--- config.mk ---
export PLATFORM = sky130hd
export DESIGN_NAME = qos_channel_arbiter
export DESIGN_NICKNAME = d
export VERILOG_FILES = /design/src/rtl/qos_channel_arbiter.sv
export SDC_FILE = /design/constraint.sdc
export NUM_CORES = 1
export LEC_CHECK = 0
export ABC_AREA = 1
export CAP_MARGIN = 20
export CELL_PAD_IN_SITES_DETAIL_PLACEMENT = 2
export CELL_PAD_IN_SITES_GLOBAL_PLACEMENT = 2
export CORE_MARGIN = 2
export CORE_UTILIZATION = 30
export CTS_CLUSTER_DIAMETER = 100
export DETAILED_ROUTE_END_ITERATION = 12
export GPL_TIMING_DRIVEN = 0
export PLACE_DENSITY = 0.87
export SYNTH_ARGS = -nofsm -noshare
export SYNTH_HDL_FRONTEND = slang
export SYNTH_SLANG_ARGS = --single-unit
--- constraint.sdc ---
create_clock -name clk_i -period 14.5 [get_ports clk_i]
set_input_delay 3.625 -clock clk_i [delete_from_list [all_inputs] [get_ports clk_i]]
set_output_delay 3.625 -clock clk_i [all_outputs]
set_load 0.02 [all_outputs]
--- src/rtl/qos_channel_arbiter.sv ---
// Error-count driven selection of one active channel among N_CH redundant TS inputs.
// Build option: define QOS_HYSTERESIS_EN to apply cfg_hyst as the margin on periodic evaluations.
module qos_channel_arbiter #(
  parameter int unsigned N_CH  = 4,
  parameter int unsigned ERR_W = 8,
  parameter int unsigned TMR_W = 20,
  localparam int unsigned SEL_W = $clog2(N_CH)
) (
  input  logic                  clk_i,
  input  logic                  rst_i,
  input  logic [N_CH-1:0]       valid_i,
  input  logic [N_CH*ERR_W-1:0] err_count_i,
  input  logic                  cfg_load_i,
  input  logic                  cfg_manual_i,
  input  logic [SEL_W-1:0]      cfg_manual_ch_i,
  input  logic [N_CH*SEL_W-1:0] cfg_priority_i,
  input  logic [TMR_W-1:0]      cfg_period_i,
  input  logic                  cfg_fallback_i,
  input  logic [ERR_W-1:0]      cfg_hyst_i,
  output logic [SEL_W-1:0]      sel_ch_o,
  output logic                  sel_en_o,
  output logic                  switch_pulse_o,
  output logic [TMR_W-1:0]      timer_o
);

  typedef enum logic [1:0] {StIdle, StConfig, StAuto, StManual} state_e;

  state_e                state_q, state_d;
  logic                  manual_q;
  logic [SEL_W-1:0]      manual_ch_q;
  logic [N_CH*SEL_W-1:0] prio_q;
  logic [TMR_W-1:0]      period_q;
  logic                  fallback_q;
  logic [TMR_W-1:0]      cnt_q, cnt_d;
  logic [SEL_W-1:0]      sel_q, sel_d;
  logic                  en_q, en_d;
  logic                  pulse_q, pulse_d;
  logic [ERR_W-1:0]      margin;

`ifdef QOS_HYSTERESIS_EN
  logic [ERR_W-1:0] hyst_q;

  always_ff @(posedge clk_i) begin
    if (rst_i) begin
      hyst_q <= '0;
    end else if (cfg_load_i) begin
      hyst_q <= cfg_hyst_i;
    end
  end

  assign margin = hyst_q;
`else
  logic unused_hyst;
  assign unused_hyst = ^cfg_hyst_i;
  assign margin      = '0;
`endif

  always_ff @(posedge clk_i) begin
    if (rst_i) begin
      manual_q    <= 1'b0;
      manual_ch_q <= '0;
      prio_q      <= '0;
      period_q    <= '0;
      fallback_q  <= 1'b0;
    end else if (cfg_load_i) begin
      manual_q    <= cfg_manual_i;
      manual_ch_q <= cfg_manual_ch_i;
      prio_q      <= cfg_priority_i;
      period_q    <= cfg_period_i;
      fallback_q  <= cfg_fallback_i;
    end
  end

  logic [ERR_W-1:0] err_arr [N_CH];
  logic [SEL_W-1:0] slot_ch, best_ch, winner_ch;
  logic [ERR_W-1:0] best_err, cur_err;
  logic             best_found, cur_valid, better, tie_take, eval_fire, eval_switch;

  always_comb begin
    for (int i = 0; i < N_CH; i++) begin
      err_arr[i] = err_count_i[i*ERR_W +: ERR_W];
    end
  end

  // Walk the priority list from slot 0; strict '<' keeps the lowest slot on ties.
  always_comb begin
    best_found = 1'b0;
    best_ch    = '0;
    best_err   = '0;
    slot_ch    = '0;
    for (int s = 0; s < N_CH; s++) begin
      slot_ch = prio_q[s*SEL_W +: SEL_W];
      if (32'(slot_ch) < N_CH && valid_i[slot_ch] &&
          (!best_found || err_arr[slot_ch] < best_err)) begin
        best_found = 1'b1;
        best_ch    = slot_ch;
        best_err   = err_arr[slot_ch];
      end
    end
  end

  assign cur_valid = valid_i[sel_q];
  assign cur_err   = err_arr[sel_q];
  assign winner_ch = (!fallback_q && cur_valid && best_found && best_err == cur_err) ?
                     sel_q : best_ch;
  // One extra bit so err + margin cannot wrap.
  assign better    = ({1'b0, best_err} + {1'b0, margin}) < {1'b0, cur_err};
  assign tie_take  = (margin == '0) && fallback_q && (best_err == cur_err);
  assign eval_fire = (period_q != '0) && (cnt_q == period_q - TMR_W'(1));
  assign eval_switch = best_found && (winner_ch != sel_q) && (better || tie_take);

  always_comb begin
    state_d = state_q;
    sel_d   = sel_q;
    en_d    = en_q;
    cnt_d   = cnt_q;
    pulse_d = 1'b0;
    if (cfg_load_i) begin
      state_d = StConfig;
      cnt_d   = '0;
    end else begin
      case (state_q)
        StConfig: begin
          sel_d   = manual_q ? manual_ch_q : prio_q[SEL_W-1:0];
          en_d    = 1'b1;
          cnt_d   = '0;
          state_d = manual_q ? StManual : StAuto;
        end
        StAuto: begin
          if (!cur_valid) begin
            cnt_d = '0;
            if (best_found) begin
              sel_d = best_ch;
            end
          end else if (eval_fire) begin
            cnt_d = '0;
            if (eval_switch) begin
              sel_d = winner_ch;
            end
          end else begin
            cnt_d = cnt_q + TMR_W'(1);
          end
        end
        default: ;
      endcase
    end
    pulse_d = (sel_d != sel_q);
  end

  always_ff @(posedge clk_i) begin
    if (rst_i) begin
      state_q <= StIdle;
      sel_q   <= '0;
      en_q    <= 1'b0;
      pulse_q <= 1'b0;
      cnt_q   <= '0;
    end else begin
      state_q <= state_d;
      sel_q   <= sel_d;
      en_q    <= en_d;
      pulse_q <= pulse_d;
      cnt_q   <= cnt_d;
    end
  end

  assign sel_ch_o       = sel_q;
  assign sel_en_o       = en_q;
  assign switch_pulse_o = pulse_q;
  assign timer_o        = (en_q && state_q == StAuto) ? period_q : '0;

endmodule

Yosys cells after proc, flatten, opt, wreduce, memory -nomap -nowiden. Cells that the tools add are included.

Flip-flop bits (word level): 58. Bits of input ports: 79. Logic and storage cells: 115.

$add $sub $neg: 2. Magnitude comparators: 14. Equal/unequal tests: 6. Multiplexer cells: 52. Bitwise operators: 6. Reductions and logical operators: 24.

Operators with widths (count): 2-to-1 mux 8 bit (14); binary-select mux 8 bit (select 2 bit) (5); 2-to-1 mux 20 bit (3); one-hot mux 20 bit (2 select lines) (1); less-than comparator 8 bit (4); 2-to-1 mux 2 bit (11); adder 20 x 1 -> 20 bit (second input constant) (1); == test 20 bit (1); nonzero test 20 bit (1); subtractor 20 x 1 -> 20 bit (second input constant) (1); >= comparator 3 bit (second input constant) (5); less-than comparator 2 x 3 -> 1 bit (second input constant) (5); inverter 2 -> 3 bit (5); 2-to-1 mux 1 bit (12); logical AND 1 bit (11); binary-select mux 1 bit (select 2 bit) (5); == test 8 bit (1); zero test 1 bit (4); logical OR 1 bit (4); inequality test 2 bit (2); one-hot mux 2 bit (2 select lines) (1); nonzero test 2 bit (2); == test 2 x 1 -> 1 bit (second input constant) (1); == test 2 bit (second input constant) (1); 3 further kinds (3).

Depth between registers and ports, before layout. Gate-level depths: netlist (run 1).

Depth in word-level cells: 29. Mapped depth: 63. Gate-level depth less buffers: 58.

Worst setup path after synthesis (run 1). OpenSTA, ideal clock, no wires.

Path type: input -> register. From: input valid_i[2]. To: register pulse_q, in the netlist switch_pulse_o. Setup time: 111 ps. Data arrival time: 9647 ps. Path slack: 4741 ps. Cell stages on the path: 54. Buffers on the path: 4. Cell sequence: inv_1 nand2_1 nand3_2 nand2_2 clkbuf_1 nand2_1 ha_1 a21oi_1 nor2_1 a211oi_1 nand2_1 nand2_2 nand2_4 clkbuf_1 nand2_1 o21ai_0 ha_1 a21oi_1 [18 not listed] ha_1 nand2_1 inv_1 nand4_1 nor3_1 nand4_1 nand2_1 nand2_1 nand2_1 nand2_2 nand3_1 nand3_1 nand2_1 nand2_1 nand3_1 nand2_1 nor2_1 nor2_1.

Longest elaborated chain between the ends: 27. Elaborated cells on any way between the ends: 52. Those cells by class: order compare: 4; eq/ne: 3; mux: 29; reduce/logical: 16.

RTL lines: start: declaration (RTL line 11) `input logic [N_CH-1:0] valid_i,`; binary-select mux 1 bit (select 2 bit) (RTL line 93) `if (32'(slot_ch) < N_CH && valid_i[slot_ch] &&`; 2-to-1 mux 1 bit (not written as such) (RTL line 93); 2-to-1 mux 8 bit or 2-to-1 mux 1 bit (tied branches) (RTL line 93); less-than comparator 8 bit or zero test 1 bit (tied branches) (RTL line 94) `(!best_found || err_arr[slot_ch] < best_err)) begin`; logical OR 1 bit (RTL line 94); logical AND 1 bit (RTL line 93); 2-to-1 mux 8 bit or 2-to-1 mux 1 bit (tied branches) (RTL line 93); less-than comparator 8 bit or zero test 1 bit (tied branches) (RTL line 94); [10 not listed]; inequality test 2 bit (RTL line 110) `assign eval_switch = best_found && (winner_ch != sel_q) && (better || tie_take);`; logical AND 1 bit (2 in a row) (RTL line 110); 2-to-1 mux 2 bit (RTL line 137) `if (eval_switch) begin`; 2-to-1 mux 2 bit (RTL line 135) `end else if (eval_fire) begin`; 2-to-1 mux 2 bit * (RTL line 130) `if (!cur_valid) begin`; one-hot mux 2 bit (2 select lines) * (RTL line 122) `case (state_q)`; 2-to-1 mux 2 bit * (RTL line 118) `if (cfg_load_i) begin`; inequality test 2 bit * (RTL line 147) `pulse_d = (sel_d != sel_q);`; end signal: assignment (RTL line 161) `pulse_q <= pulse_d;`; end: declaration (RTL line 37) `logic pulse_q, pulse_d;`.

Every way passes the cells marked *; elsewhere a longest branch is shown, timed or not. The select of a mux whose other input is x is not followed. A chain may end at the register's enable or synchronous reset.

Final worst setup path (run 1).
From: input valid_i[0]. To: register pulse_q, in the netlist switch_pulse_o.

Same word-level chain as after synthesis.

==> flow_summary.yaml, run 1 <==
route:
  wl_per_cell_um: 20.42
  ant_nets: 0
  drc: 0
  wl_mm: 27.65
  drtPass1Iterations: 5
  drt_iter0_markers: 362
  vias_per_cell: 5.481
  vias: 7421
run_status:
  status: "finished clean"
sta:
  setup_viol: 0
  fmax_ghz: 0.08114
  tightest_slew_ns: 0.7630
  setup_ws_ns: 2.176
  hold_slack_ns: 0.5065
  fin_setup_tns_ns: 0
  min_period_ns: 12.32
  rsz0062_at_grt: "no"
  slew-limit-headroom_pct: 49.14
  slew_violations: 0
  skew_ns: 0.01128
  fin_crit_sh_pct: 85.00
  hold_viol: 0
clocking:
  post_cts_resized: 0
  cts_root_buf: "clkbuf_16"
  h-tree-depth: 3
  cts_tree: "yes"
  cts-hold-fix-buffers: 0
  path_clk_slew_ns: 0.05
  post_cts_buffers: 0
  clk_latency_ns: 0.35
  clockBufferDepth: 2
  cts_made_buffers: 9
  clkSinkCount: 58
cells_and_area:
  drive_above_1_share_pct: 4.753
  n_antenna_cell: 0
  nFillCells: 2317
  syn2layout_area_growth_pct: 26.84
  fin_nets: 1201
  fin_area_um2: 7362
  multiInputGateArea_um2: 4049
  register_area_um2: 1161
grt:
  grt_usage_pct: 27.70
  first_global_vias: 8000
  antenna_found_initial: 0
  grt_max_degree: 11
  grt_overflow_total: 0
  grt_pass1_wl_mm: 44.04
die:
  rows: 50
  fp.dieH_um: 143.1
  die_x_um: 143.1
  die_area_um2: 20480
  initial_utilization_pct: 30.82
  coreArea_um2: 18830
  top_level_ports: 103
synth:
  ys_warn_count: 0
  seq_area_frac_synth_pct: 20.00
  syn_inst: 984
  async_flop_share_pct: 0
  synthesis.area_um2: 5804
  synth_nets: 1096
  syn_avg_cell_area_um2: 5.899
  synth_cell_types: 37
  ys_ff_latch: 58
  synth_edf_count: 0
  synth_top_area_share_pct: 20.00
  synth_area_leaders: "dfxtp_1 20%, o21ai_0 13%, nand2_1 13%"
  ys.flop_type: "dfxtp_1"
  synth_top_area_cell: "dfxtp_1"
setup_path:
  crit_path_end_kind: "flop"
  arrival_ns: 12.55
  critPathLaunchType: "input pin"
  cpPeakStageDelay_ns: 0.55
  crit_path_max_fanout: 10
  path_buf_inv: 8
  r2r_setup_slack_ns: 5.54
  slowest_stage: "clkdlybuf4s50_1"
  cp.required_ns: 14.72
  crit_path_frequent_cell: "nand2_1"
  crit_family: "simple AND/OR/NAND/NOR gates"
  crit_type: "input pin to flop"
power:
  total_power_mw: 0.7199
  power_density_nw_per_um2: 97.79
  leakage_nw: 2.987
  vdd_drop_max_mv: 0.06121
place:
  gp_congestion: 0.8906
  io_buffers: 94
  pre_cts_ws_ns: 1.922
  post_dp_cell_area_um2: 7071
  dpl.hpwl_mm: 20.87
min_path:
  hold_class: "flop to flop"
flow_run:
  drv_cap: 0
==> flip-flops by register name (all words and copies together) (netlist names) <==
register and flops:
period_q 20, cnt_q 20, state_q 2, sel_en_o 1, manual_q 1, fallback_q 1
sel_ch_o 2, switch_pulse_o 1, manual_ch_q 2, prio_q 8
==> report_power, final <==
part / internal [mW] / switching [mW]
combinational: 0.115 / 0.215
clock: 0.129 / 0.0848
sequential: 0.167 / 0.00883
total: 0.411 / 0.309
==> cell usage after synthesis (5+ instances only) <==
master and count:
nand2_1 195, o21ai_0 153, a21oi_1 145, inv_1 96
nor2_1 87, dfxtp_1 58, nand3_1 44, clkbuf_1 39
ha_1 33, xor2_1 24, nor3_1 14, nand4_1 12
nand2_2 10, xnor2_1 9, a211oi_1 7, inv_2 6
or2_2 6, clkinv_1 5
==> worst min-delay path, delay by kind of cell (launching register included) <==
| family | cells | cell delay (ns) |
|---|---|---|
| simple gates | 1 | 0.08 |
| flops | 1 | 0.32 |
| compound gates | 1 | 0.08 |
==> layer usage <==
layer | GRT usage [%] | vias up | part of all wire (%)
met1 | 36.01 | 3700 | 46
met2 | 48.35 | 169 | 49
met4 | 8.077 | 0 | 1.7
met3 | 2.817 | 35 | 3.6
li1 | - | 3517 | -
met5 | 0 | - | 0
==> placed cells by master, fill, tap and decap left out, types with 2 or more instances in the layout <==
| cell | n |
|---|---|
| nor4_1 | 3 |
| clkbuf_1 | 39 |
| o211ai_1 | 4 |
| clkinv_1 | 5 |
| xnor2_1 | 9 |
| nor2_1 | 87 |
| nand3b_1 | 2 |
| clkdlybuf4s50_1 | 94 |
| or2_2 | 6 |
| buf_6 | 2 |
| nor3_1 | 14 |
| nor3b_1 | 3 |
| nand2_2 | 10 |
| clkinvlp_4 | 2 |
| nand4_1 | 12 |
| a21oi_1 | 145 |
| nand2_4 | 4 |
| buf_2 | 4 |
| a22oi_1 | 2 |
| xor2_1 | 24 |
| clkinv_2 | 2 |
| nand3_2 | 2 |
| dfxtp_1 | 58 |
| o22ai_1 | 4 |
| nand3_1 | 44 |
| clkbuf_16 | 9 |
| a211oi_1 | 7 |
| inv_1 | 96 |
| o2111ai_1 | 3 |
| nand2_1 | 195 |
| o21ai_0 | 153 |
| ha_1 | 33 |
| inv_2 | 6 |
| clkbuf_8 | 3 |
==> cell families after synthesis <==
logic type                 count (synthesis)  share of synthesized area, %
and+or+nand+nor                          384                         28.56
buffers and inverters                    153                         10.24
AOI/OAI and AO/OA                        323                         29.10
adders and majority gates                 33                         7.114
DFF                                       58                         20.00
xor gates and xnor gates                  33                         4.980
==> per-stage QoR <==
| stage | cells | utilization (%) |
|---|---|---|
| 3_3_place_gp | 1338 | 37.55 |
| 4_1_cts | 1354 | 39.10 |
| 6_report | 1354 | 39.10 |
| 5_1_grt | 1354 | 39.10 |
| 2_1_floorplan | 984 | - |
| 3_5_place_dp | 1338 | 37.55 |
==> worst paths after layout <==
path | start | endpoint | cells past startpoint
worst max-delay path | valid_i[0] | switch_pulse_o$_SDFF_PP0_ | 53
worst min-delay path | manual_ch_q[1]$_SDFFE_PP0P_ | manual_ch_q[1]$_SDFFE_PP0P_ | 2
worst max register to register | prio_q[0]$_SDFFE_PP0P_ | switch_pulse_o$_SDFF_PP0_ | 52
worst min register to register | manual_ch_q[1]$_SDFFE_PP0P_ | manual_ch_q[1]$_SDFFE_PP0P_ | 2
==> area by class of cell <==
class / count / share of cell area (%)
inverter: 107 / 5.455
tap: 260 / 4.419
clock buffer: 12 / 3.620
clock inverter: 4 / 0.3399
timing repair buffer: 94 / 12.78
buffer: 46 / 2.617
multi-input combinational: 773 / 55.00
sequential: 58 / 15.77
Power figures use the tool's default switching activity.
==> run 2, diff against run 1 <==
Settings changed: CORE_UTILIZATION 30 to 25, PLACE_DENSITY 0.87 to 0.77.
Clock period 14.5 ns to 9.95 ns, I/O delays scaled along.
==> run 2 against run 1 <==
Register-to-register slack got worse by 3.2 ns. Highest routed layer unchanged. Clock power rose by 62%. Sequential share of layout area shrank 0.62 points. First-iteration DRC count is 15% lower. Critical endpoint unchanged. Combinational power increased by 63%. Global-route usage fell by 6.1 points. Sequential cell count stayed put. Total power is 58% higher. Final cell count is 2.9% higher.
==> flow_summary.yaml, run 2 (synthesis results as in run 1) <==
cells_and_area:
  n_antenna_cell: 0
  syn2layout_area_growth_pct: 32.05
  final_cell_mix: "194 x nand2_1, 144 x o21ai_0, 142 x a21oi_1, 90 x inv_1, 89 x clkdlybuf4s50_1"
  reg.largest.list: "cnt_q x20, period_q x20, prio_q x8"
  fin_nets: 1215
  utilization_pct: 33.75
  layoutNonFillerInstCount: 1393
  layout_commonest_cell: "nand2_1"
  fin_area_um2: 7665
  drive_above_1_share_pct: 8.032
run_status:
  status: "finished clean"
clocking:
  cts-hold-fix-buffers: 0
  clk_latency_ns: 0.34
  path_clk_slew_ns: 0.06
  cts_made_buffers: 9
  clkSinkCount: 58
  cts_root_buf: "clkbuf_16"
  h-tree-depth: 3
  clockBufferDepth: 2
  cts_tree: "yes"
setup_path:
  arrival_ns: 9.63
  critPathLaunchType: "input pin"
  crit_path_frequent_cell: "nand2_1"
  slowest_stage: "clkdlybuf4s50_1"
  crit_type: "input pin to flop"
  crit_path_end_kind: "flop"
  path_depth: 50
  rr_endpoint: "switch_pulse_o$_SDFF_PP0_"
  r2r_setup_slack_ns: 2.30
  crit_path_max_fanout: 10
  path_buf_inv: 7
  crit_family: "simple AND/OR/NAND/NOR gates"
  cpPeakStageDelay_ns: 0.50
  cp.required_ns: 10.17
  rr_startpoint: "prio_q[0]$_SDFFE_PP0P_"
  reg2reg_depth: 49
die:
  rows: 55
  die_x_um: 156.4
  top_level_ports: 103
  fp.dieH_um: 156.4
  coreArea_um2: 22710
  die_area_um2: 24450
  initial_utilization_pct: 25.56
place:
  post_dp_cell_area_um2: 7102
  dpl.hpwl_mm: 20.88
  placed_cells: 1363
  gp_congestion: 0.8171
  io_buffers: 94
  pre_cts_ws_ns: -1.678
route:
  wl_per_cell_um: 18.86
  vias_per_cell: 5.206
  ant_nets: 0
  vias: 7252
  drc: 0
  drtPass1Iterations: 4
  drt_iter0_markers: 308
  wl_mm: 26.27
sta:
  setup_viol: 0
  min_period_ns: 9.408
  setup_ws_ns: 0.5423
  tightest_slew_ns: 0.7950
  fmax_ghz: 0.1063
  slew_violations: 0
  fin_crit_sh_pct: 94.55
  slew-limit-headroom_pct: 46.44
  skew_ns: 0.008415
  fin_setup_tns_ns: 0
  hold_viol: 0
grt:
  antenna_found_initial: 0
  grt_overflow_total: 0
  grt_usage_pct: 21.59
  grt_max_degree: 11
  grt_pass1_wl_mm: 41.41
  first_global_vias: 7599
power:
  power_density_nw_per_um2: 148.6
  leakage_nw: 3.137
  vdd_drop_max_mv: 0.08705
min_path:
  holdPathEnd: "cnt_q[4]$_SDFFE_PP0N_"
  hold_class: "flop to flop"
  whs_path_depth: 2
  hp-start: "cnt_q[4]$_SDFFE_PP0N_"
flow_run:
  drv_cap: 0
-- run 2: changes by cell type in the layout (fill, tap and decap cells not counted), moves of 3 or more --
cell | before | now
buf_4 | 0 | 13
o21ai_0 | 153 | 144
inv_1 | 96 | 90
clkdlybuf4s50_1 | 94 | 89
inv_2 | 6 | 11
o21ai_2 | 0 | 5
o21ai_1 | 1 | 5
a211oi_1 | 7 | 4
a21oi_1 | 145 | 142
a21oi_2 | 0 | 3
clkbuf_1 | 39 | 36
dlygate4sd2_1 | 0 | 3
-- run 2: repair_timing --
item                                    in CTS  in global routing
resized for setup                           23                 32
setup buffers                                2                 11
pin swaps                                    2                 14
endpoints found under the setup margin       3                  3
cloned                                       0                  1
-- run 2: layout make-up --
| type | count | area [um^2] |
|---|---|---|
| fillers | 2845 | 15040 |
| multi-input cells | 773 | 4118 |
| flip-flops and latches | 58 | 1161 |
| repair buffers | 108 | 1065 |
| inverters | 107 | 404.1 |
| well taps | 285 | 356.6 |
| clock buffers | 12 | 256.5 |
| plain buffers | 46 | 230.2 |
| clock inverters | 4 | 73.82 |
-- run 2: per-layer routing --
layer / vias up / part of all wire [%] / global-route usage [%]
met5: - / 0 / 0
met4: 0 / 1.9 / 6.422
met3: 34 / 3.3 / 2.825
met2: 133 / 48 / 37.28
met1: 3552 / 47 / 28.02
li1: 3533 / - / -
-- run 2: power by group --
part,switching (mW),internal (mW)
sequential,0.0113,0.244
combinational,0.332,0.206
clock,0.114,0.233
-- run 2: how the worst max path moves through the flow --
stage                        start                   endpoint  slack, ns
floorplan               valid_i[2]  switch_pulse_o$_SDFF_PP0_       1.33
global placement        valid_i[0]  switch_pulse_o$_SDFF_PP0_      -1.36
detailed placement      valid_i[0]  switch_pulse_o$_SDFF_PP0_      -1.68
CTS                     valid_i[2]  switch_pulse_o$_SDFF_PP0_       0.02
global route        err_count_i[5]  switch_pulse_o$_SDFF_PP0_      -0.03
finish              err_count_i[5]  switch_pulse_o$_SDFF_PP0_       0.54
-- run 2: stage by stage --
stage                     total power, mW  hold slack, ns
after detailed placement           0.7332          0.4651
after CTS                           1.100          0.4743
after floorplan                    0.5661          0.4453
after global routing                1.229          0.5021
final                               1.139          0.4694
after global placement             0.7122          0.4537
-- run 2: worst register-to-register path: cells and delay by family, from the launching register on --
kind	cells	cell delay [ns]
flip-flops	1	0.37
adder cells (fa/ha/maj)	4	1.20
buffers and inverters	7	1.25
AO/OA/AOI/OAI	9	1.80
AND/OR/NAND/NOR	29	2.90
